### src/rtl/uart_pkg.sv
// Shared UART definitions: feeder FSM state encoding and default widths/depths.
// Pure declarations; no timing. No handshake of its own.
package uart_pkg;

    localparam int DBITS_DEF        = 8;
    localparam int FEEDER_DEPTH_DEF = 16;

    typedef enum logic [1:0] {
        IDLE      = 2'd0,
        START     = 2'd1,
        WAIT_DONE = 2'd2,
        GAP       = 2'd3
    } feeder_state_t;

endpackage

### src/rtl/sync_fifo.sv
// Single-clock FIFO with a separate occupancy register and registered empty/full flags.
// Write stores on the edge; head word is visible combinationally from the read pointer.
// Caller must gate push with !full_o and pop with !empty_o; flags track count after each edge.
module sync_fifo #(
    parameter int W     = 8,
    parameter int DEPTH = 16
) (
    input  logic                     clk,
    input  logic                     rst_n,
    input  logic                     push_i,
    input  logic [W-1:0]             wdata_i,
    input  logic                     pop_i,
    output logic [W-1:0]             rdata_o,
    output logic [$clog2(DEPTH):0]   count_o,
    output logic                     empty_o,
    output logic                     full_o
);

    localparam int AW = $clog2(DEPTH);

    logic [W-1:0]  mem_q [DEPTH];
    logic [AW-1:0] wr_ptr_q;
    logic [AW-1:0] rd_ptr_q;
    logic [AW:0]   count_q;
    logic [AW:0]   count_d;
    logic          empty_q;
    logic          full_q;

    always_comb begin
        count_d = count_q;
        case ({push_i, pop_i})
            2'b10:   count_d = count_q + 1'b1;
            2'b01:   count_d = count_q - 1'b1;
            default: count_d = count_q;
        endcase
    end

    // Storage is not reset: a cleared pointer pair makes every old entry unreachable.
    always_ff @(posedge clk) begin
        if (push_i) begin
            mem_q[wr_ptr_q] <= wdata_i;
        end
    end

    always_ff @(posedge clk or negedge rst_n) begin
        if (!rst_n) begin
            wr_ptr_q <= '0;
            rd_ptr_q <= '0;
            count_q  <= '0;
            empty_q  <= 1'b1;
            full_q   <= 1'b0;
        end else begin
            if (push_i) begin
                wr_ptr_q <= wr_ptr_q + 1'b1;
            end
            if (pop_i) begin
                rd_ptr_q <= rd_ptr_q + 1'b1;
            end
            count_q <= count_d;
            empty_q <= (count_d == '0);
            full_q  <= (count_d == (AW+1)'(DEPTH));
        end
    end

    assign rdata_o = mem_q[rd_ptr_q];
    assign count_o = count_q;
    assign empty_o = empty_q;
    assign full_o  = full_q;

endmodule

### src/rtl/uart_tx_feeder.sv
// Byte FIFO + launch FSM feeding a UART transmitter; optional stats via UART_TX_FEEDER_STATS_EN.
// Latency: a byte written to an empty FIFO reaches tx_start two edges later (store, then launch).
// Backpressure: wr_ready = !fifo_full; the FIFO drains only when tx_on rises during a launch.
module uart_tx_feeder
    import uart_pkg::*;
#(
    parameter int DBITS         = DBITS_DEF,
    parameter int DEPTH         = FEEDER_DEPTH_DEF,
    parameter int START_HOLD    = 5,
    parameter int START_TIMEOUT = 4096,
    parameter int GAP_CYCLES    = 2
) (
    input  logic                     clk,
    input  logic                     rst_n,
    input  logic [DBITS-1:0]         wr_data,
    input  logic                     wr_valid,
    output logic                     wr_ready,
    output logic [$clog2(DEPTH):0]   fifo_count,
    output logic                     fifo_empty,
    output logic                     fifo_full,
    output logic [DBITS-1:0]         tx_data,
    output logic                     tx_start,
    input  logic                     tx_on,
`ifdef UART_TX_FEEDER_STATS_EN
    output logic [31:0]              bytes_sent,
    output logic [15:0]              timeout_cnt,
`endif
    output logic                     timeout_err,
    input  logic                     err_clr
);

    localparam int HOLD_W = $clog2(START_HOLD + 1);
    localparam int TMO_W  = $clog2(START_TIMEOUT);
    localparam int GAP_W  = $clog2(GAP_CYCLES + 2);

    localparam logic [HOLD_W-1:0] HOLD_LAST = HOLD_W'(START_HOLD - 1);
    localparam logic [TMO_W-1:0]  TMO_LAST  = TMO_W'(START_TIMEOUT - 1);
    localparam logic [GAP_W-1:0]  GAP_LAST  = GAP_W'((GAP_CYCLES > 0) ? GAP_CYCLES - 1 : 0);

    logic [DBITS-1:0]  head;
    logic              push;
    logic              pop;
    logic              tmo_hit;

    feeder_state_t     state_q;
    logic [HOLD_W-1:0] hold_cnt_q;
    logic [TMO_W-1:0]  tmo_cnt_q;
    logic [GAP_W-1:0]  gap_cnt_q;
    logic              tx_start_q;
    logic [DBITS-1:0]  tx_data_q;
    logic              timeout_err_q;

    assign push    = wr_valid && !fifo_full;
    assign pop     = (state_q == START) && tx_on;
    assign tmo_hit = (state_q == START) && !tx_on && (tmo_cnt_q == TMO_LAST);

    sync_fifo #(
        .W     (DBITS),
        .DEPTH (DEPTH)
    ) u_fifo (
        .clk     (clk),
        .rst_n   (rst_n),
        .push_i  (push),
        .wdata_i (wr_data),
        .pop_i   (pop),
        .rdata_o (head),
        .count_o (fifo_count),
        .empty_o (fifo_empty),
        .full_o  (fifo_full)
    );

    always_ff @(posedge clk or negedge rst_n) begin
        if (!rst_n) begin
            state_q       <= IDLE;
            hold_cnt_q    <= '0;
            tmo_cnt_q     <= '0;
            gap_cnt_q     <= '0;
            tx_start_q    <= 1'b0;
            tx_data_q     <= '0;
            timeout_err_q <= 1'b0;
        end else begin
            case (state_q)
                IDLE: begin
                    if (!fifo_empty && !tx_on) begin
                        tx_data_q  <= head;
                        hold_cnt_q <= '0;
                        tmo_cnt_q  <= '0;
                        tx_start_q <= 1'b1;
                        state_q    <= START;
                    end
                end
                START: begin
                    if (tx_start_q && (hold_cnt_q != HOLD_LAST)) begin
                        hold_cnt_q <= hold_cnt_q + 1'b1;
                    end
                    tx_start_q <= tx_start_q && (hold_cnt_q != HOLD_LAST);
                    if (tx_on) begin
                        tx_start_q <= 1'b0;
                        state_q    <= WAIT_DONE;
                    end else if (tmo_hit) begin
                        // Byte stays at the FIFO head so the next launch retries it.
                        tx_start_q    <= 1'b0;
                        timeout_err_q <= 1'b1;
                        gap_cnt_q     <= '0;
                        state_q       <= GAP;
                    end else begin
                        tmo_cnt_q <= tmo_cnt_q + 1'b1;
                    end
                end
                WAIT_DONE: begin
                    tx_start_q <= 1'b0;
                    if (!tx_on) begin
                        gap_cnt_q <= '0;
                        state_q   <= GAP;
                    end
                end
                GAP: begin
                    if (gap_cnt_q == GAP_LAST) begin
                        state_q <= IDLE;
                    end else begin
                        gap_cnt_q <= gap_cnt_q + 1'b1;
                    end
                end
                default: state_q <= IDLE;
            endcase
            if (err_clr) begin
                timeout_err_q <= 1'b0;
            end
        end
    end

    assign wr_ready    = !fifo_full;
    assign tx_start    = tx_start_q;
    assign tx_data     = tx_data_q;
    assign timeout_err = timeout_err_q;

`ifdef UART_TX_FEEDER_STATS_EN
    logic [31:0] bytes_sent_q;
    logic [15:0] timeout_cnt_q;

    always_ff @(posedge clk or negedge rst_n) begin
        if (!rst_n) begin
            bytes_sent_q  <= '0;
            timeout_cnt_q <= '0;
        end else begin
            if (pop) begin
                bytes_sent_q <= bytes_sent_q + 1'b1;
            end
            if (tmo_hit && (timeout_cnt_q != 16'hFFFF)) begin
                timeout_cnt_q <= timeout_cnt_q + 1'b1;
            end
        end
    end

    assign bytes_sent  = bytes_sent_q;
    assign timeout_cnt = timeout_cnt_q;
`endif

endmodule
### config.mk
export PLATFORM = sky130hd
export DESIGN_NAME = uart_tx_feeder
export DESIGN_NICKNAME = d
export VERILOG_FILES = /design/src/rtl/uart_pkg.sv /design/src/rtl/sync_fifo.sv /design/src/rtl/uart_tx_feeder.sv
export SDC_FILE = /design/constraint.sdc
export NUM_CORES = 1
export LEC_CHECK = 0
export ABC_AREA = 1
export CAP_MARGIN = 20
export CORE_MARGIN = 1
export CORE_UTILIZATION = 40
export DETAILED_ROUTE_END_ITERATION = 8
export SLEW_MARGIN = 20
export SYNTH_ARGS = -nofsm -noshare
export SYNTH_HDL_FRONTEND = slang
export SYNTH_SLANG_ARGS = --single-unit
### constraint.sdc
create_clock -name clk -period 2.7 [get_ports clk]
set_input_delay 0.27 -clock clk [delete_from_list [all_inputs] [get_ports clk]]
set_output_delay 0.27 -clock clk [all_outputs]
set_load 0.05 [all_outputs]
# After elaboration in Yosys (flattened, before gate mapping)
# Memories as Yosys holds them, arrays and structs flattened. A register that Yosys moved wholly into a read port is not among the register bits.
# Index checks and enable logic that the tools add are counted.
[word_totals]
regBits = 36
mem_bits_rw = 128
inputBits = 13
out_inout_bits = 18
wordCells = 91
n_memories = 1
[memory_table]
columns = ["memory", "words", "width", "read_ports", "rd_ports_with_merged_regs", "wr", "line", "source"]
rows = [
  ["u_fifo.mem_q", 16, 8, 1, 1, 1, "sync_fifo.sv:21", "logic [W-1:0] mem_q [DEPTH];"],
]
[classes]
n_addsub = 7
eq_ne = 19
n_mux = 29
reduce_logical = 24
[ops]
columns = ["operator", "n"]
rows = [
  ["two-way mux 12 bit", 3],
  ["case mux 12 bit (2 select lines)", 1],
  ["two-way mux 2 bit", 9],
  ["inequality test 2 bit (second input constant)", 7],
  ["adder 12 x 1 -> 12 bit (second input constant)", 1],
  ["== test 12 bit (second input constant)", 1],
  ["case mux 5 bit (2 select lines)", 1],
  ["two-way mux 1 bit", 9],
  ["adder 4 x 1 -> 4 bit (second input constant)", 2],
  ["case mux 2 bit (4 select lines)", 1],
  ["AND reduction 4 bit", 2],
  ["== test 2 x 1 -> 1 bit (second input constant)", 3],
  ["== test 2 bit (second input constant)", 3],
  ["logical AND 1 bit", 6],
  ["two-way mux 3 bit", 2],
  ["inequality test 3 bit (second input constant)", 2],
  ["case mux 2 bit (3 select lines)", 1],
  ["case mux 3 bit (2 select lines)", 1],
  ["AND reduction 3 bit", 2],
  ["nonzero test 2 bit", 3],
  ["nonzero test 3 bit", 2],
  ["adder 5 x 1 -> 5 bit (second input constant)", 1],
  ["== test 5 bit (second input constant)", 1],
  ["logical NOT 5 bit", 1],
  ["other kinds (9)", 14],
]

# Logic depth before layout (Yosys ltp)
[depth]
ltp_word = 7
ltp_mapped = 17
ltp_nobuf = 17

# Hierarchy
# Synthesis repeated with hierarchy kept, for this count alone.
[hier_totals]
hier_cells = 678
hier_area_um2 = 7644.8
[by_module_without_submodules]
columns = ["module", "instances", "cells_per_inst", "area_per_inst_um2", "seq_area_each_um2"]
rows = [
  ["sync_fifo", 1, 468, 5860.6, 4220.3],
  ["uart_tx_feeder", 1, 210, 1784.2, 725.7],
]

# Worst setup path before layout
# OpenSTA, ideal clock, no wires.
[synth_timing]
path_kind = "register to register"
startpoint = "reg u_fifo.full_q, in the netlist u_fifo.full_o"
endpoint = "reg u_fifo.empty_q, in the netlist u_fifo.empty_o"
setup_ns = 0.067
arrival_time_ns = 2.326
t_required_ns = 2.633
setup_slack_ns = 0.306
path_stages_with_launch = 13
n_path_buf = 0
period_less_slack_ns = 2.394
path_cell_list = "dfrtp_1 inv_1 nand2_8 nand2_4 nand2_1 nand2_2 ha_1 nand2_1 nand2_1 or2_2 nor2_2 nand3_1 nor2_1"
[synth_via]
elab_chain_cells = 5
elab_cells_between_ends = 6
cone_classes = "eq/ne: 2; mux: 1; reduce/logical: 3"
[synth_lines]
columns = ["element", "line", "source"]
rows = [
  ["from (decl)", "sync_fifo.sv:27", "logic full_q;"],
  ["from (signal assigned)", "sync_fifo.sv:61", "full_q <= (count_d == (AW+1)'(DEPTH));"],
  ["logical NOT 1 bit *", "-", ""],
  ["via wr_ready", "uart_tx_feeder.sv:17", "output logic wr_ready,"],
  ["logical AND 1 bit *", "uart_tx_feeder.sv:53", "assign push = wr_valid && !fifo_full;"],
  ["== test 2 x 1 -> 1 bit / == test 2 bit (equally long branches)", "sync_fifo.sv:31", "case ({push_i, pop_i})"],
  ["case mux 5 bit (2 select lines) *", "sync_fifo.sv:31", ""],
  ["via u_fifo.count_d[1]", "sync_fifo.sv:25", "logic [AW:0] count_d;"],
  ["logical NOT 5 bit *", "sync_fifo.sv:60", "empty_q <= (count_d == '0);"],
  ["to (signal assigned)", "sync_fifo.sv:60", ""],
  ["to (decl)", "sync_fifo.sv:26", "logic empty_q;"],
]
# The timed path passes the listed nets; every way through them passes the cells marked *.
# A chain may end at the register's enable or synchronous reset.

# Final worst setup path
[layout_timing]
startpoint = "reg state_q[1]"
endpoint = "reg u_fifo.full_q, in the netlist u_fifo.full_o"
[layout_via]
elab_chain_cells = 5
elab_cells_between_ends = 6
cone_classes = "eq/ne: 4; mux: 1; reduce/logical: 1"
[layout_lines]
columns = ["element", "line", "source"]
rows = [
  ["from (decl)", "uart_tx_feeder.sv:45", "feeder_state_t state_q;"],
  ["from (signal assigned)", "uart_tx_feeder.sv:74", "state_q <= IDLE;"],
  ["from (signal assigned)", "uart_tx_feeder.sv:89", "state_q <= START;"],
  ["from (signal assigned)", "uart_tx_feeder.sv:99", "state_q <= WAIT_DONE;"],
  ["== test 2 x 1 -> 1 bit *", "uart_tx_feeder.sv:54", "assign pop = (state_q == START) && tx_on;"],
  ["logical AND 1 bit *", "uart_tx_feeder.sv:54", ""],
  ["== test 2 x 1 -> 1 bit / == test 2 bit (equally long branches)", "sync_fifo.sv:31", ""],
  ["case mux 5 bit (2 select lines) *", "sync_fifo.sv:31", ""],
  ["via u_fifo.count_d[1]", "sync_fifo.sv:25", ""],
  ["== test 5 bit *", "sync_fifo.sv:61", ""],
]
# Marked as above.

==> results.json <==
{
  "outcome": "completed",
  "cts.clk_slew.worst_paths_ps": 70,
  "rows": 50,
  "yosysWarnings": 0,
  "viasPerCell": 5.34,
  "cts_tree": "done",
  "placedCellCount": 914,
  "root_buffer": "clkbuf_16",
  "power_mw": 9.82,
  "vias": 5053,
  "ctsLongestPathBuffers": 2,
  "fillers": 1686,
  "cts_resized": 0,
  "yosys.area.top_type_share_pct": 50.1,
  "finalCritPeriodShare_pct": 84.0,
  "setup_viol": 0,
  "critPathMaxFanout": 6,
  "cts_buffers": 17,
  "r2r-start": "state_q[1]",
  "drcViolationCount": 0,
  "grt_pass1_wl_mm": 26.8,
  "yosysMostFrequentCell": "edfxtp_1",
  "fin_hold_ws_ps": 368,
  "drive_gt1_share_pct": 13.0,
  "timing.fmax_mhz": 441,
  "wl_per_cell_um": 17.8,
  "r2r_slack_ps": 430,
  "grt_pass1_vias": 4923,
  "relSlewSlack_pct": 50.9,
  "ys_types": 43,
  "path_class": "register to register",
  "first_iter_violations": 428,
  "cellPowerDensity_nw_per_um2": 1100,
  "syn_area_um2": 7670,
  "synthTopCellsByArea": "edfxtp_1, dfrtp_1, nor2_1",
  "layout.nets": 730,
  "die_width_um": 140,
  "htree_levels": 4,
  "clock_latency_ps": 420,
  "crit_end": "u_fifo.full_o",
  "core_region_area_um2": 18800,
  "wl_mm": 16.9,
  "syn_to_final_growth_pct": 16.4,
  "syn_avg_cell_area_um2": 11.8,
  "period_minus_slack_ps": 2270,
  "tightestPinTransition_ps": 734,
  "rsz0062_at_grt": "false",
  "end_kind": "register",
  "gp_congestion": 0.794,
  "ys.flop_type": "edfxtp_1",
  "finClkSkew_ps": 11.1,
  "slew_violations": 0,
  "antenna_cells": 0,
  "finalHoldViolCount": 0,
  "netlist_instances": 652,
  "globalRoute.totalOverflow": 0,
  "postCtsSetupRepairBufs": 0,
  "cp-startpoint": "state_q[1]",
  "cp_data_required_time_ps": 3060,
  "io_pins": 31,
  "yosys.area.top_type": "edfxtp_1",
  "p_leak_nw": 3.37,
  "ir_drop_uv": 582,
  "dieArea_um2": 19700,
  "yosysSeqAreaShare_pct": 64.5,
  "portBuffers": 30,
  "firstDrtPassIters": 5,
  "start_util_pct": 40.9,
  "grt_max_degree": 67,
  "hold_path_class": "input port to register",
  "cap_violations": 0,
  "setup-tns-final_ps": 0,
  "startpoint_type": "register",
  "clkSinkCount": 172,
  "die_h_um": 140,
  "r2r_cells": 12,
  "async_flop_share_pct": 25.6,
  "syn-num-nets": 682,
  "r2r-end": "u_fifo.full_o",
  "synth_common_cells": "edfxtp_1, nor2_1, nand2_1, dfrtp_1, o21ai_0",
  "drtAntennaViolNets": 0,
  "synth-seq-cells": 172,
  "cp.arrival_ps": 2630,
  "final_cells": 947,
  "antenna_found_initial": 0,
  "synth_edf_count": 128,
  "dp_hpwl_mm": 11.0,
  "grt.total_usage_pct": 18.2
}
## critical path, cell delays in order, from the launching register on
cell,delay (ps)
dfrtp_1,410
inv_1,120
ha_1,240
nand2_4,130
clkinv_4,100
ha_1,410
inv_2,90
nand2_1,60
nand2_1,60
or2_2,300
nor2_2,100
nand3_1,90
nor2_1,100
## registers in the layout, indices dropped and copies added, names as in the netlist
signal / flops
u_fifo.mem_q: 128
tmo_cnt_q: 12
tx_data: 8
u_fifo.count_o: 5
u_fifo.rd_ptr_q: 4
u_fifo.wr_ptr_q: 4
hold_cnt_q: 3
gap_cnt_q: 2
state_q: 2
timeout_err: 1
tx_start: 1
u_fifo.empty_o: 1
u_fifo.full_o: 1
## stage by stage
| step | utilization [%] | instance area, µm² | worst slack [ps] |
|---|---|---|---|
| 2_1_floorplan | - | 7670 | 306 |
| 3_3_place_gp | 44.2 | 8300 | 315 |
| 3_5_place_dp | 44.2 | 8300 | 313 |
| 4_1_cts | 47.5 | 8910 | 402 |
| 5_1_grt | 47.5 | 8920 | 219 |
| 6_report | 47.5 | 8920 | 431 |
## layout make-up
class	count	area [µm²]	area share, %
Sequential cell	172	4950	55.4
Multi-Input combinational cell	410	2400	26.9
Timing Repair Buffer	57	503	5.64
Clock buffer	18	429	4.81
Tap cell	234	293	3.28
Clock inverter	14	181	2.03
Inverter	42	168	1.88
## metal layers
metal / vias up / global-route usage (%) / part of all wire [%]
li1: 2407 / - / -
met1: 2519 / 24.2 / 46
met2: 106 / 30.1 / 49
met3: 21 / 2.63 / 3.2
met4: 0 / 7.55 / 2.0
met5: - / 0 / 0
## power by group
| part | total, mW | internal [mW] | switching, mW |
|---|---|---|---|
| Combinational | 3.75 | 1.22 | 2.53 |
| Sequential | 3.55 | 3.27 | 0.272 |
| Clock | 2.52 | 1.48 | 1.04 |
## layout by cell type, fill, tap and decap left out, types with 3 or more instances in the layout
master	n
edfxtp_1	128
ha_1	17
nand3_1	30
xnor2_1	3
nand3_2	3
inv_2	4
inv_6	7
o31ai_2	5
bufinv_16	3
o21ai_0	39
nand2_1	92
inv_1	35
o31ai_1	3
nor2_1	95
o21ai_1	6
nand3_4	3
nand2_2	4
a21oi_1	10
clkdlybuf4s50_1	29
o21bai_1	33
clkbuf_16	17
nand2_4	4
nand4_1	3
o221ai_1	32
clkinv_4	3
xor2_1	12
dfrtp_1	43
buf_4	27
## logic make-up after synthesis
kind of cell	count (synthesis)	share of synthesized area [%]
adders and majority gates	17	2.77
and+or+nand+nor	245	14.6
buffers and inverters	70	4.18
AOI/OAI and AO/OA	133	12.2
DFF	172	64.5
xor gates and xnor gates	15	1.71
## what timing repair did
action,in CTS,in global routing
hold buffers,0,1
endpoints found under the setup margin,0,0
endpoints found under the hold margin,0,43
## how the worst min path moves through the flow
stage / start / endpoint / slack [ps] / cells past startpoint
final: err_clr / timeout_err / 370 / 2
after CTS: rst_n / tmo_cnt_q[2] / 40 / 1
after global placement: gap_cnt_q[1] / gap_cnt_q[1] / 470 / 2
after detailed placement: tx_data[1] / tx_data[1] / 480 / 2
after floorplan: rst_n / gap_cnt_q[0] / -30 / 0
after global routing: err_clr / timeout_err / 390 / 2
Note: power is estimated with default switching activity, not from simulation.
